==> src/rtl/kaipokrandt_bus_pkg.sv <==
// Shared types and constants for the tristate register-bus sequencer.
package kaipokrandt_bus_pkg;

    localparam int unsigned BUS_WIDTH = 16;
    localparam int unsigned MAX_NREG  = 16;
    localparam int unsigned CNT_W     = 16;

    typedef enum logic [1:0] {
        IDLE  = 2'd0,
        DRIVE = 2'd1,
        LOAD  = 2'd2,
        DONE  = 2'd3
    } state_e;

endpackage

==> src/rtl/kaipokrandt_onehot_dec.sv <==
// Index-to-one-hot decoder with a global enable; all zero when disabled.
module kaipokrandt_onehot_dec
    import kaipokrandt_bus_pkg::*;
#(
    parameter int unsigned NREG  = 4,
    parameter int unsigned SEL_W = 4
) (
    input  logic [SEL_W-1:0] idx_i,
    input  logic             en_i,
    output logic [NREG-1:0]  onehot_c_o
);

    // Assert exactly the selected bit when enabled.
    always_comb begin
        onehot_c_o = '0;
        for (int unsigned i = 0; i < NREG; i++) begin
            onehot_c_o[i] = en_i && (idx_i == SEL_W'(i));
        end
    end

endmodule

==> src/rtl/kaipokrandt_bus_sequencer.sv <==
// Register-to-register move sequencer for the shared tristate bus.
// Guarantees a single bus driver per cycle via IDLE/DRIVE/LOAD/DONE sequencing.
// Optional immediate source compiled in with KAIPOKRANDT_BUSSEQ_IMM_EN.
module kaipokrandt_bus_sequencer
    import kaipokrandt_bus_pkg::*;
#(
    parameter int unsigned NREG  = 4,
    parameter int unsigned WIDTH = BUS_WIDTH,
    parameter int unsigned SEL_W = 4
) (
    input  logic             clk,
    input  logic             reset,
    input  logic             req_valid,
    output logic             req_ready,
    input  logic [SEL_W-1:0] req_src,
    input  logic [SEL_W-1:0] req_dst,
    input  logic             req_imm,
    input  logic [WIDTH-1:0] req_data,
    output logic [NREG-1:0]  reg_enable,
    output logic [NREG-1:0]  reg_load,
    output logic [WIDTH-1:0] bus_out,
    output logic             done,
    output logic             err,
    output logic [CNT_W-1:0] xfer_count
);

    if ((NREG < 2) || (NREG > MAX_NREG) || ((2 ** SEL_W) < NREG)) begin : g_bad_cfg
        $error("kaipokrandt_bus_sequencer: illegal NREG/SEL_W combination");
    end

    state_e           state_q, state_d;
    logic [SEL_W-1:0] src_q, src_d;
    logic [SEL_W-1:0] dst_q, dst_d;
    logic             imm_q, imm_d;
    logic             flag_q, flag_d;
    logic [CNT_W-1:0] cnt_q, cnt_d;
    logic [NREG-1:0]  en_q, ld_q;
    logic [NREG-1:0]  en_c, ld_c;
    logic             ready_q, done_q, err_q;
    logic             drive_en_c, load_en_c;
    logic             src_ok_c, dst_ok_c, req_legal_c;

    // Range checks on the incoming select fields.
    assign src_ok_c = ({1'b0, req_src} < (SEL_W + 1)'(NREG));
    assign dst_ok_c = ({1'b0, req_dst} < (SEL_W + 1)'(NREG));

`ifdef KAIPOKRANDT_BUSSEQ_IMM_EN
    logic [WIDTH-1:0] data_q, data_d;
    logic             drv_q, drv_d;

    assign req_legal_c = dst_ok_c && (req_imm || src_ok_c);
    assign bus_out     = drv_q ? data_q : 'z;
`else
    logic unused_data;

    assign unused_data = ^req_data;
    assign req_legal_c = dst_ok_c && src_ok_c && !req_imm;
    assign bus_out     = 'z;
`endif

    // Next-state, request capture and next-cycle output selection.
    always_comb begin
        state_d = state_q;
        src_d   = src_q;
        dst_d   = dst_q;
        imm_d   = imm_q;
        flag_d  = flag_q;
`ifdef KAIPOKRANDT_BUSSEQ_IMM_EN
        data_d  = data_q;
`endif
        unique case (state_q)
            IDLE: begin
                if (req_valid) begin
                    src_d   = req_src;
                    dst_d   = req_dst;
                    imm_d   = req_imm;
`ifdef KAIPOKRANDT_BUSSEQ_IMM_EN
                    data_d  = req_data;
`endif
                    flag_d  = !req_legal_c;
                    state_d = req_legal_c ? DRIVE : DONE;
                end
            end
            DRIVE:   state_d = LOAD;
            LOAD:    state_d = DONE;
            DONE:    state_d = IDLE;
            default: state_d = IDLE;
        endcase
        drive_en_c = ((state_d == DRIVE) || (state_d == LOAD)) && !imm_d;
        load_en_c  = (state_d == LOAD);
`ifdef KAIPOKRANDT_BUSSEQ_IMM_EN
        drv_d      = ((state_d == DRIVE) || (state_d == LOAD)) && imm_d;
`endif
        // Only a legal transfer passes through LOAD, so leaving it counts one.
        cnt_d = (state_q == LOAD) ? cnt_q + CNT_W'(1) : cnt_q;
    end

    kaipokrandt_onehot_dec #(
        .NREG  (NREG),
        .SEL_W (SEL_W)
    ) u_enable_dec (
        .idx_i      (src_d),
        .en_i       (drive_en_c),
        .onehot_c_o (en_c)
    );

    kaipokrandt_onehot_dec #(
        .NREG  (NREG),
        .SEL_W (SEL_W)
    ) u_load_dec (
        .idx_i      (dst_d),
        .en_i       (load_en_c),
        .onehot_c_o (ld_c)
    );

    // State, holding and output registers with synchronous active-low reset.
    always_ff @(posedge clk) begin
        if (!reset) begin
            state_q <= IDLE;
            src_q   <= '0;
            dst_q   <= '0;
            imm_q   <= 1'b0;
            flag_q  <= 1'b0;
            cnt_q   <= '0;
            en_q    <= '0;
            ld_q    <= '0;
            ready_q <= 1'b1;
            done_q  <= 1'b0;
            err_q   <= 1'b0;
`ifdef KAIPOKRANDT_BUSSEQ_IMM_EN
            data_q  <= '0;
            drv_q   <= 1'b0;
`endif
        end else begin
            state_q <= state_d;
            src_q   <= src_d;
            dst_q   <= dst_d;
            imm_q   <= imm_d;
            flag_q  <= flag_d;
            cnt_q   <= cnt_d;
            en_q    <= en_c;
            ld_q    <= ld_c;
            ready_q <= (state_d == IDLE);
            done_q  <= (state_d == DONE);
            err_q   <= (state_d == DONE) && flag_d;
`ifdef KAIPOKRANDT_BUSSEQ_IMM_EN
            data_q  <= data_d;
            drv_q   <= drv_d;
`endif
        end
    end

    assign req_ready  = ready_q;
    assign reg_enable = en_q;
    assign reg_load   = ld_q;
    assign done       = done_q;
    assign err        = err_q;
    assign xfer_count = cnt_q;

endmodule
==> config.mk <==
export PLATFORM = sky130hd
export DESIGN_NAME = kaipokrandt_bus_sequencer
export DESIGN_NICKNAME = d
export VERILOG_FILES = /design/src/rtl/kaipokrandt_bus_pkg.sv /design/src/rtl/kaipokrandt_onehot_dec.sv /design/src/rtl/kaipokrandt_bus_sequencer.sv
export SDC_FILE = /design/constraint.sdc
export NUM_CORES = 1
export LEC_CHECK = 0
export ABC_AREA = 1
export CORE_MARGIN = 10
export CORE_UTILIZATION = 45
export CTS_BUF_LIST = sky130_fd_sc_hd__clkbuf_8
export DETAILED_ROUTE_END_ITERATION = 6
export DONT_BUFFER_PORTS = 1
export HOLD_SLACK_MARGIN = 0.02
export PLACE_DENSITY = 0.63
export SETUP_SLACK_MARGIN = 0.15
export SLEW_MARGIN = 20
export SYNTH_ARGS = -nofsm -noshare
export SYNTH_HDL_FRONTEND = slang
export SYNTH_SLANG_ARGS = --single-unit
==> constraint.sdc <==
create_clock -name clk -period 1.7 [get_ports clk]
set_input_delay 0.34 -clock clk [delete_from_list [all_inputs] [get_ports clk]]
set_output_delay 0.34 -clock clk [all_outputs]
set_load 0.01 [all_outputs]
### Yosys cells after proc, flatten, opt, wreduce, memory -nomap -nowiden

Index checks and enable logic that the tools add are counted.

* register bits after elaboration: 39
* logic and storage cells: 57

* $add $sub $neg: 1
* order comparisons: 2
* multiplexer cells: 11
* reduce and logical (&&, ||, !) cells: 20
* equality and inequality tests: 12

Operators with widths (number)
* 16-bit by 1-bit adder with 16-bit output, second input constant: 1
* 4-bit by 2-bit equality test with 1-bit output, second input constant: 4
* 4-bit 2-to-1 mux: 4
* 1-bit logical AND: 12
* 2-bit equality test, second input constant: 4
* 4-bit by 1-bit equality test with 1-bit output, second input constant: 2
* 4-bit zero test: 2
* 4-bit by 3-bit less-than comparator with 1-bit output, second input constant: 2
* 2-bit case mux with 4 select lines: 1
* 2-bit by 1-bit equality test with 1-bit output, second input constant: 2
* 2-bit zero test: 2
* 1-bit 2-to-1 mux: 4
* 2-bit 2-to-1 mux: 2
* 1-bit zero test: 3
* 1-bit logical OR: 1

### Depth between registers and ports, before layout

Gate-level depths: netlist (run 1).

* depth in word-level cells: 10
* mapped depth: 11

### Cells and area by module

From an unflattened synthesis (run 1), not the netlist that was laid out.

* cells, all modules: 268
* area, all modules: 1926.8 um^2

By module, submodules not included
* kaipokrandt_bus_sequencer: area an instance 1839.3 um^2, cells each 246, instances 1, seq. area each 780.7 um^2
* kaipokrandt_onehot_dec: area an instance 43.8 um^2, cells each 11, instances 2, seq. area each 0.0 um^2

### Least setup slack after synthesis (run 1)

No wires, ideal clock.

* path kind: register to register
* from: reg state_q[0]
* to: reg en_q[0] (netlist: reg_enable[0])
* required time: 1.622 ns
* clock period less this slack: 1.688 ns
* path buffers: 0
* setup time: 0.078 ns
* stages on the path, launching flop included: 12
* arrival time: 1.610 ns
* slack: 0.012 ns
* cell sequence: dfxtp_1 > inv_1 > ha_1 > nand2_2 > inv_1 > nand2_1 > nand2_1 > inv_1 > ha_1 > a21boi_2 > nand2_1 > nor3_1

* cells in the longest elaborated chain, start to end: 6
* elaborated cells on any way between the ends: 15
* those cells by class: eq/ne (5); mux (4); reduce/logical (6)

RTL lines
* start, declared: line kaipokrandt_bus_sequencer.sv:31 `state_e state_q, state_d;`
* start signal, assigned: line kaipokrandt_bus_sequencer.sv:135 `state_q <= state_d;`
* 2-bit equality test, or another cell as far along: line kaipokrandt_bus_sequencer.sv:71 `unique case (state_q)`
* 2-bit case mux with 4 select lines (*): line kaipokrandt_bus_sequencer.sv:71
* named net state_d[1]: line kaipokrandt_bus_sequencer.sv:31
* 2-bit by 1-bit equality test with 1-bit output / 2-bit equality test (equally long branches): line kaipokrandt_bus_sequencer.sv:89 `drive_en_c = ((state_d == DRIVE) || (state_d == LOAD)) && !imm_d;`
* 1-bit logical OR (*): line kaipokrandt_bus_sequencer.sv:89
* 1-bit logical AND (*): line kaipokrandt_bus_sequencer.sv:89
* 1-bit logical AND (*): line kaipokrandt_onehot_dec.sv:17 `onehot_c_o[i] = en_i && (idx_i == SEL_W'(i));`
* end signal, assigned: line kaipokrandt_bus_sequencer.sv:141 `en_q <= en_c;`
* end, declared: line kaipokrandt_bus_sequencer.sv:37 `logic [NREG-1:0] en_q, ld_q;`

Mark *: on every way through the listed nets, which the timed path passes. The rest lies on a longest branch.
A chain may end at the register's enable or synchronous reset.

### Worst setup path after layout (run 1)

* from: reg state_q[0]
* to: reg en_q[2] (netlist: reg_enable[2])

The elaborated chain is that of the path after synthesis.

==> summary.json, run 1 <==
{
  "power_density_of_the_placed_cells_nw_per_um2": 1440,
  "crit_path_setup_slack_layout_ns": 0.00222,
  "io_buffers": 0,
  "die-width_um": 84.0,
  "grt_max_degree": 20,
  "vias_in_the_first_global_route": 1440,
  "grt_setup_unrepaired": "true",
  "ios": 71,
  "max_stage_delay_ns": 0.34,
  "worstMarginPinSlew_ns": 0.583,
  "critical_path.cell_chain": "inv_2, ha_4, inv_2, o22ai_2, inv_1, nand2_2, inv_2, ha_4, a21boi_4, nand3_2, nor2_1",
  "crit_path_max_fanout": 2,
  "dp_hpwl_um": 3020,
  "cts_tree": "built",
  "grt.total_usage": 0.115,
  "post_synth_num_cell_types": 27,
  "clock_tree_buf_depth": 2,
  "cellLeakagePower_uw": 0.000990,
  "endpoint_kind": "register",
  "wl_per_cell_um": 12.8,
  "post_synth.cell_area_avg_um2": 7.28,
  "ant_nets": 0,
  "run_status": "finished clean",
  "dieArea_um2": 7050,
  "hold_viol_final": 0,
  "post_cts_hold_buffer_count": 0,
  "grt_overflow_total": 0,
  "setup-violations-final": 0,
  "chipHeight_um": 84.0,
  "wire_length_of_the_first_global_routing_pass_um": 6700,
  "cts_made_buffers": 5,
  "fill_cells": 368,
  "worstSetupPathType": "register to register",
  "hold_path_end": "done",
  "yosysWarningCount": 0,
  "floorplan.core_area_um2": 3970,
  "crit_arrival_ns": 1.92,
  "critical_path_buf_inv_count": 4,
  "pre_cts_ws_ns": -0.0725,
  "clk_transition_reported_paths_ns": 0.08,
  "drt_first_iter_violations": 50,
  "synth.yosys.seq_area_share": 0.424,
  "cp_data_required_time_ns": 1.92,
  "timing.rr.start": "state_q[0]",
  "max-slew-margin-rel": 0.611,
  "timing.hold.worst.class": "primary input to register",
  "worst_path_most_repeated_cell": "sky130_fd_sc_hd__inv_2",
  "detail_route.drc_violations": 0,
  "num_rows": 23,
  "htree_num_levels": 2,
  "synth_seq_cells": 39,
  "post-route-util": 0.574,
  "ir_drop_worst_vdd_uv": 952,
  "drv.max_cap_violation_count": 0,
  "num_vias": 1514,
  "final_layout_size_suffix_gt1_frac": 0.284,
  "setup.reg_to_reg.worst_slack_ns": 0.002,
  "worst_path_dominant_cell_family": "adder cells",
  "netlist_instances": 253,
  "clock_latency_ns": 0.28,
  "tritoncts_sinks": 39,
  "drt_wl_total_um": 4160,
  "fmax_mhz": 589,
  "regToRegEndpoint": "reg_enable[2]",
  "start_util": 0.464,
  "hold_slack_ns": 0.150,
  "worstRegToRegCells": 11,
  "critical_path.startpoint_type": "register",
  "ant_cells": 0,
  "netlist_area_um2": 1840,
  "clock_tree_root_buffer_cell": "sky130_fd_sc_hd__clkbuf_8",
  "area.growth.synth_to_final_pct": 23.8,
  "fin_crit_sh": 0.999,
  "number_of_antenna_violations_at_the_first_check_in_global_routing": 0,
  "timing_max_transition_violations_final": 0,
  "fin_crit_ns": 1.70,
  "first_pass_iters": 4,
  "final_nets": 308,
  "worst_hold_path.num_cells": 2,
  "gp_routability_congestion": 0.783,
  "via_per_inst": 4.66,
  "slowest_stage_cell_on_the_critical_path": "sky130_fd_sc_hd__dfxtp_2",
  "skew_ns": 0.00343,
  "holdCritStartpoint": "reset"
}
==> registers in the layout, indices dropped and copies added (netlist names) <==
signal	cells
reg_enable	4
flag_q	1
xfer_count	16
dst_q	4
reg_load	4
req_ready	1
state_q	2
imm_q	1
err	1
done	1
src_q	4
==> synth_stat cells (all sizes together) <==
master	count	area share
nor2	50	0.10
nand3	13	0.038
xnor2	1	0.0048
nand2	55	0.12
o21ai	10	0.037
clkbuf	2	0.0041
nand4	1	0.0034
and2	3	0.010
nor3	6	0.016
inv	31	0.063
o22ai	2	0.0068
ha	6	0.041
a21boi	1	0.0061
or2	3	0.010
conb	1	0.0020
o21bai	3	0.012
buf	19	0.078
dfxtp	39	0.42
a21oi	7	0.019
==> layer usage <==
metal | part of all wire | global-route usage
met5 | 0 | 0
met4 | 0.011 | 0.0411
met3 | 0.086 | 0.0645
met2 | 0.47 | 0.185
met1 | 0.44 | 0.124
==> power breakdown <==
group	switching [µW]	leakage [µW]	internal, µW
Combinational	786	0.000621	757
Clock	315	0.0000505	276
Sequential	91.4	0.000319	1050
Total	1190	0.000990	2090
==> how the worst max path moves through the flow <==
| stage | cells past startpoint | slack [ns] | endpoint | startpoint |
|---|---|---|---|---|
| finish | 11 | 0.002 | reg_enable[2] | state_q[0] |
| floorplan | 11 | 0.08 | reg_enable[0] | state_q[0] |
| global route | 11 | -0.09 | reg_enable[2] | state_q[1] |
| global placement | 11 | -0.05 | reg_enable[0] | state_q[1] |
| CTS | 11 | -0.01 | reg_enable[1] | state_q[0] |
| detailed placement | 11 | -0.07 | reg_enable[0] | state_q[1] |
==> per-stage QoR <==
step | total power, µW | setup TNS, ns | cells | instance area (µm²)
3_5_place_dp | 2120 | -0.127 | 311 | 1940
4_1_cts | 2920 | -0.0249 | 322 | 2100
5_1_grt | 3510 | -0.264 | 325 | 2280
6_report | 3280 | 0 | 325 | 2280
3_3_place_gp | 2100 | -0.0576 | 311 | 1940
2_1_floorplan | 1840 | 0 | 268 | 1920
==> worst register-to-register path, stage by stage (launching register included) <==
cell,delay [ns]
sky130_fd_sc_hd__dfxtp_2,0.34
sky130_fd_sc_hd__inv_2,0.05
sky130_fd_sc_hd__ha_4,0.25
sky130_fd_sc_hd__inv_2,0.03
sky130_fd_sc_hd__o22ai_2,0.13
sky130_fd_sc_hd__inv_1,0.07
sky130_fd_sc_hd__nand2_2,0.07
sky130_fd_sc_hd__inv_2,0.05
sky130_fd_sc_hd__ha_4,0.26
sky130_fd_sc_hd__a21boi_4,0.19
sky130_fd_sc_hd__nand3_2,0.10
sky130_fd_sc_hd__nor2_1,0.10
==> cells in the final DEF, fill, tap and decap left out, types with 6 or more instances in the layout <==
master                     n
sky130_fd_sc_hd__nand2_1  44
sky130_fd_sc_hd__nor2_1   40
sky130_fd_sc_hd__dfxtp_1  36
sky130_fd_sc_hd__inv_1    26
sky130_fd_sc_hd__conb_1   16
sky130_fd_sc_hd__buf_4    16
sky130_fd_sc_hd__nand3_1  10
sky130_fd_sc_hd__a21oi_1   7
sky130_fd_sc_hd__inv_2     6
sky130_fd_sc_hd__nand2_2   6
sky130_fd_sc_hd__nor2_2    6
==> cell families (layout without fill, tap and decap cells) <==
kind of cell    count (synthesis)  in the layout  share of synthesized area
simple gates                  131            131                      0.302
buf+inv                        52             59                      0.145
flops                          39             39                      0.424
compound gates                 23             23                     0.0815
fa+ha+maj                       6              6                     0.0408
other cells                     1             16                    0.00204
xor+xnor                        1              1                    0.00476
==> area by class of cell <==
class,instances,area [µm²],area share
multi-input cells,177,1060,0.465
repair buffers,20,174,0.0762
clock inverters,3,12.5,0.00549
flip-flops and latches,39,785,0.344
inverters,31,119,0.0521
well taps,50,62.6,0.0274
clock buffers,5,68.8,0.0302
==> timing repair <==
item,4_1_cts,5_1_grt
pin swaps,7,11
endpoints found under the hold margin,0,0
setup buffers,3,3
endpoints found under the setup margin,6,19
resized for setup,13,41
(Power assumes the default switching activity.)
==> run 2: changes to the inputs <==
--- a/config.mk
+++ b/config.mk
@@ -6,7 +6,6 @@
 export NUM_CORES = 1
 export LEC_CHECK = 0
 export ABC_AREA = 1
-export CORE_MARGIN = 10
 export CORE_UTILIZATION = 45
 export CTS_BUF_LIST = sky130_fd_sc_hd__clkbuf_8
 export DETAILED_ROUTE_END_ITERATION = 6
==> run 2 against run 1 <==
Sequential power hardly changed. Combinational power fell by 3%. Fmax is 0.45% higher. Routed wire length down 7.2%. Flip-flop and latch count unchanged. Clock power is 29% higher. Worst hold slack gained 0.0013 ns. Register-to-register slack hardly changed. Count of clock-buffer cells in the layout unchanged. Final area fell by 0.11%. Via count is 0.66% higher. Critical path depth stayed put. Critical path type unchanged.
==> summary.json, run 2 (synthesized netlist as in run 1, its figures left out) <==
{
  "cellLeakagePower_uw": 0.000996,
  "grt.total_usage": 0.177,
  "netSwitchingFraction": 0.341,
  "seqPwrFrac": 0.334,
  "first_pass_iters": 4,
  "clock_tree_buf_depth": 2,
  "skew_ns": 0.0112,
  "grt_max_degree": 20,
  "crit_arrival_ns": 1.92,
  "run_status": "finished clean",
  "largest_register_ffs": 16,
  "max-slew-margin-rel": 0.655,
  "final_layout_size_suffix_gt1_frac": 0.279,
  "cp_data_required_time_ns": 1.93,
  "timing.rr.start": "state_q[1]",
  "ant_cells": 0,
  "ant_nets": 0,
  "io_buffers": 0,
  "drt_wl_total_um": 3860,
  "num_vias": 1524,
  "grt_setup_unrepaired": "true",
  "crit_path_setup_slack_layout_ns": 0.00990,
  "cellInternalPower_uw": 2240,
  "hold_path_end": "done",
  "via_per_inst": 4.70,
  "num_rows": 22,
  "worstRegToRegCells": 11,
  "clk_transition_reported_paths_ns": 0.08,
  "worst_hold_path.num_cells": 2,
  "vias_in_the_first_global_route": 1306,
  "timing_max_transition_violations_final": 0,
  "post_cts_hold_buffer_count": 0,
  "critical_path.startpoint_type": "register",
  "number_of_antenna_violations_at_the_first_check_in_global_routing": 0,
  "worstMarginPinSlew_ns": 0.516,
  "htree_num_levels": 2,
  "fmax_mhz": 592,
  "holdCritStartpoint": "reset",
  "wire_length_of_the_first_global_routing_pass_um": 5760,
  "tritoncts_sinks": 39,
  "detail_route.drc_violations": 0,
  "ir_drop_worst_vdd_uv": 765,
  "floorplan.core_area_um2": 3800,
  "drv.max_cap_violation_count": 0,
  "final_nets": 310,
  "layout_common_cells": "sky130_fd_sc_hd__nand2_1 (46), sky130_fd_sc_hd__nor2_1 (41), sky130_fd_sc_hd__dfxtp_1 (36)",
  "die-width_um": 66.0,
  "clkPwrFrac": 0.224,
  "cts_tree": "built",
  "drt_first_iter_violations": 96,
  "cts_made_buffers": 5,
  "worstSetupPathType": "register to register",
  "setup.reg_to_reg.worst_slack_ns": 0.01,
  "grt_overflow_total": 0,
  "endpoint_kind": "register",
  "pre_cts_ws_ns": -0.0430,
  "hold_viol_final": 0,
  "gp_routability_congestion": 0.780,
  "fin_crit_ns": 1.69,
  "area.growth.synth_to_final_pct": 23.7,
  "routedLengthMet1_um": 1760,
  "timing.hold.worst.class": "primary input to register",
  "crit_path_max_fanout": 2,
  "met2_length_um": 1840,
  "setup_total_negative_slack_ns": 0,
  "topRoutingLayerUsed": "met4",
  "dieArea_um2": 4350,
  "chipHeight_um": 66.0,
  "start_util": 0.485,
  "clock_tree_root_buffer_cell": "sky130_fd_sc_hd__clkbuf_8",
  "clock_latency_ns": 0.30,
  "setup-violations-final": 0,
  "dp_hpwl_um": 2520,
  "wl_per_cell_um": 11.9,
  "regToRegEndpoint": "reg_enable[1]",
  "layout.cells.most_common": "sky130_fd_sc_hd__nand2_1",
  "power_switching_uw": 1160,
  "power_density_of_the_placed_cells_nw_per_um2": 1490,
  "ios": 71,
  "power.share.combinational": 0.442,
  "fin_crit_sh": 0.994,
  "detailroute.wirelength.met3_um": 225
}
-- run 2: cell count changes in the layout (fill, tap and decap cells not counted), sizes merged --
cell	previous run	this run
clkinvlp	0	1
buf	20	22
bufinv	0	1
clkinv	1	0
inv	33	31
-- run 2: repair_timing --
action	4_1_cts	5_1_grt
endpoints found under the setup margin	10	19
pin swaps	5	9
cloned	0	1
gates resized for setup	6	39
setup buffers	3	6
-- run 2: final cells by class --
class / count / area, µm²
clock buffers: 5 / 68.8
clock inverters: 2 / 37.5
fillers: 348 / 1520
inverters: 31 / 116
multi-input cells: 177 / 1020
flip-flops and latches: 39 / 785
well taps: 48 / 60.1
repair buffers: 22 / 186
-- run 2: metrics by stage --
step	hold slack, ns	total power [µW]	util	area [µm²]	instances
final	0.151	3400	0.600	2280	324
after global routing	0.137	3610	0.600	2280	324
after CTS	0.146	2980	0.546	2080	317
after detailed placement	0.450	2100	0.506	1920	307
after global placement	0.453	2080	0.506	1920	307
after floorplan	0.451	1840	-	1920	268
-- run 2: power groups by stage --
stage / registers, µW / clock network, µW / logic (µW)
after CTS: 1140 / 772 / 1080
after detailed placement: 1160 / 0 / 946
after floorplan: 1150 / 0 / 690
after global placement: 1160 / 0 / 926
final: 1140 / 762 / 1500
after global routing: 1150 / 818 / 1640
-- run 2: worst max-delay path, cell delays in order (launching register included) --
cell	delay, ns
sky130_fd_sc_hd__dfxtp_2	0.35
sky130_fd_sc_hd__inv_2	0.05
sky130_fd_sc_hd__ha_4	0.25
sky130_fd_sc_hd__inv_2	0.03
sky130_fd_sc_hd__o22ai_2	0.12
sky130_fd_sc_hd__inv_1	0.06
sky130_fd_sc_hd__nand2_2	0.07
sky130_fd_sc_hd__inv_2	0.05
sky130_fd_sc_hd__ha_4	0.26
sky130_fd_sc_hd__a21boi_4	0.18
sky130_fd_sc_hd__nand2_2	0.09
sky130_fd_sc_hd__nor3_2	0.11
-- run 2: how the worst max path moves through the flow --
stage,end,cells after the start,slack (ns),startpoint
final,reg_enable[1],11,0.01,state_q[1]
after global routing,reg_enable[0],11,-0.08,state_q[0]
after CTS,reg_enable[0],11,0.008,state_q[0]
after detailed placement,reg_enable[0],11,-0.04,state_q[1]
after global placement,reg_enable[0],11,-0.03,state_q[1]
after floorplan,reg_enable[0],11,0.08,state_q[0]
-- run 2: metal layers --
metal  vias to the layer above  track usage
li1                        792            -
met1                       685        0.228
met2                        43        0.269
met3                         4       0.0690
met4                         0       0.0559
met5                         -            0
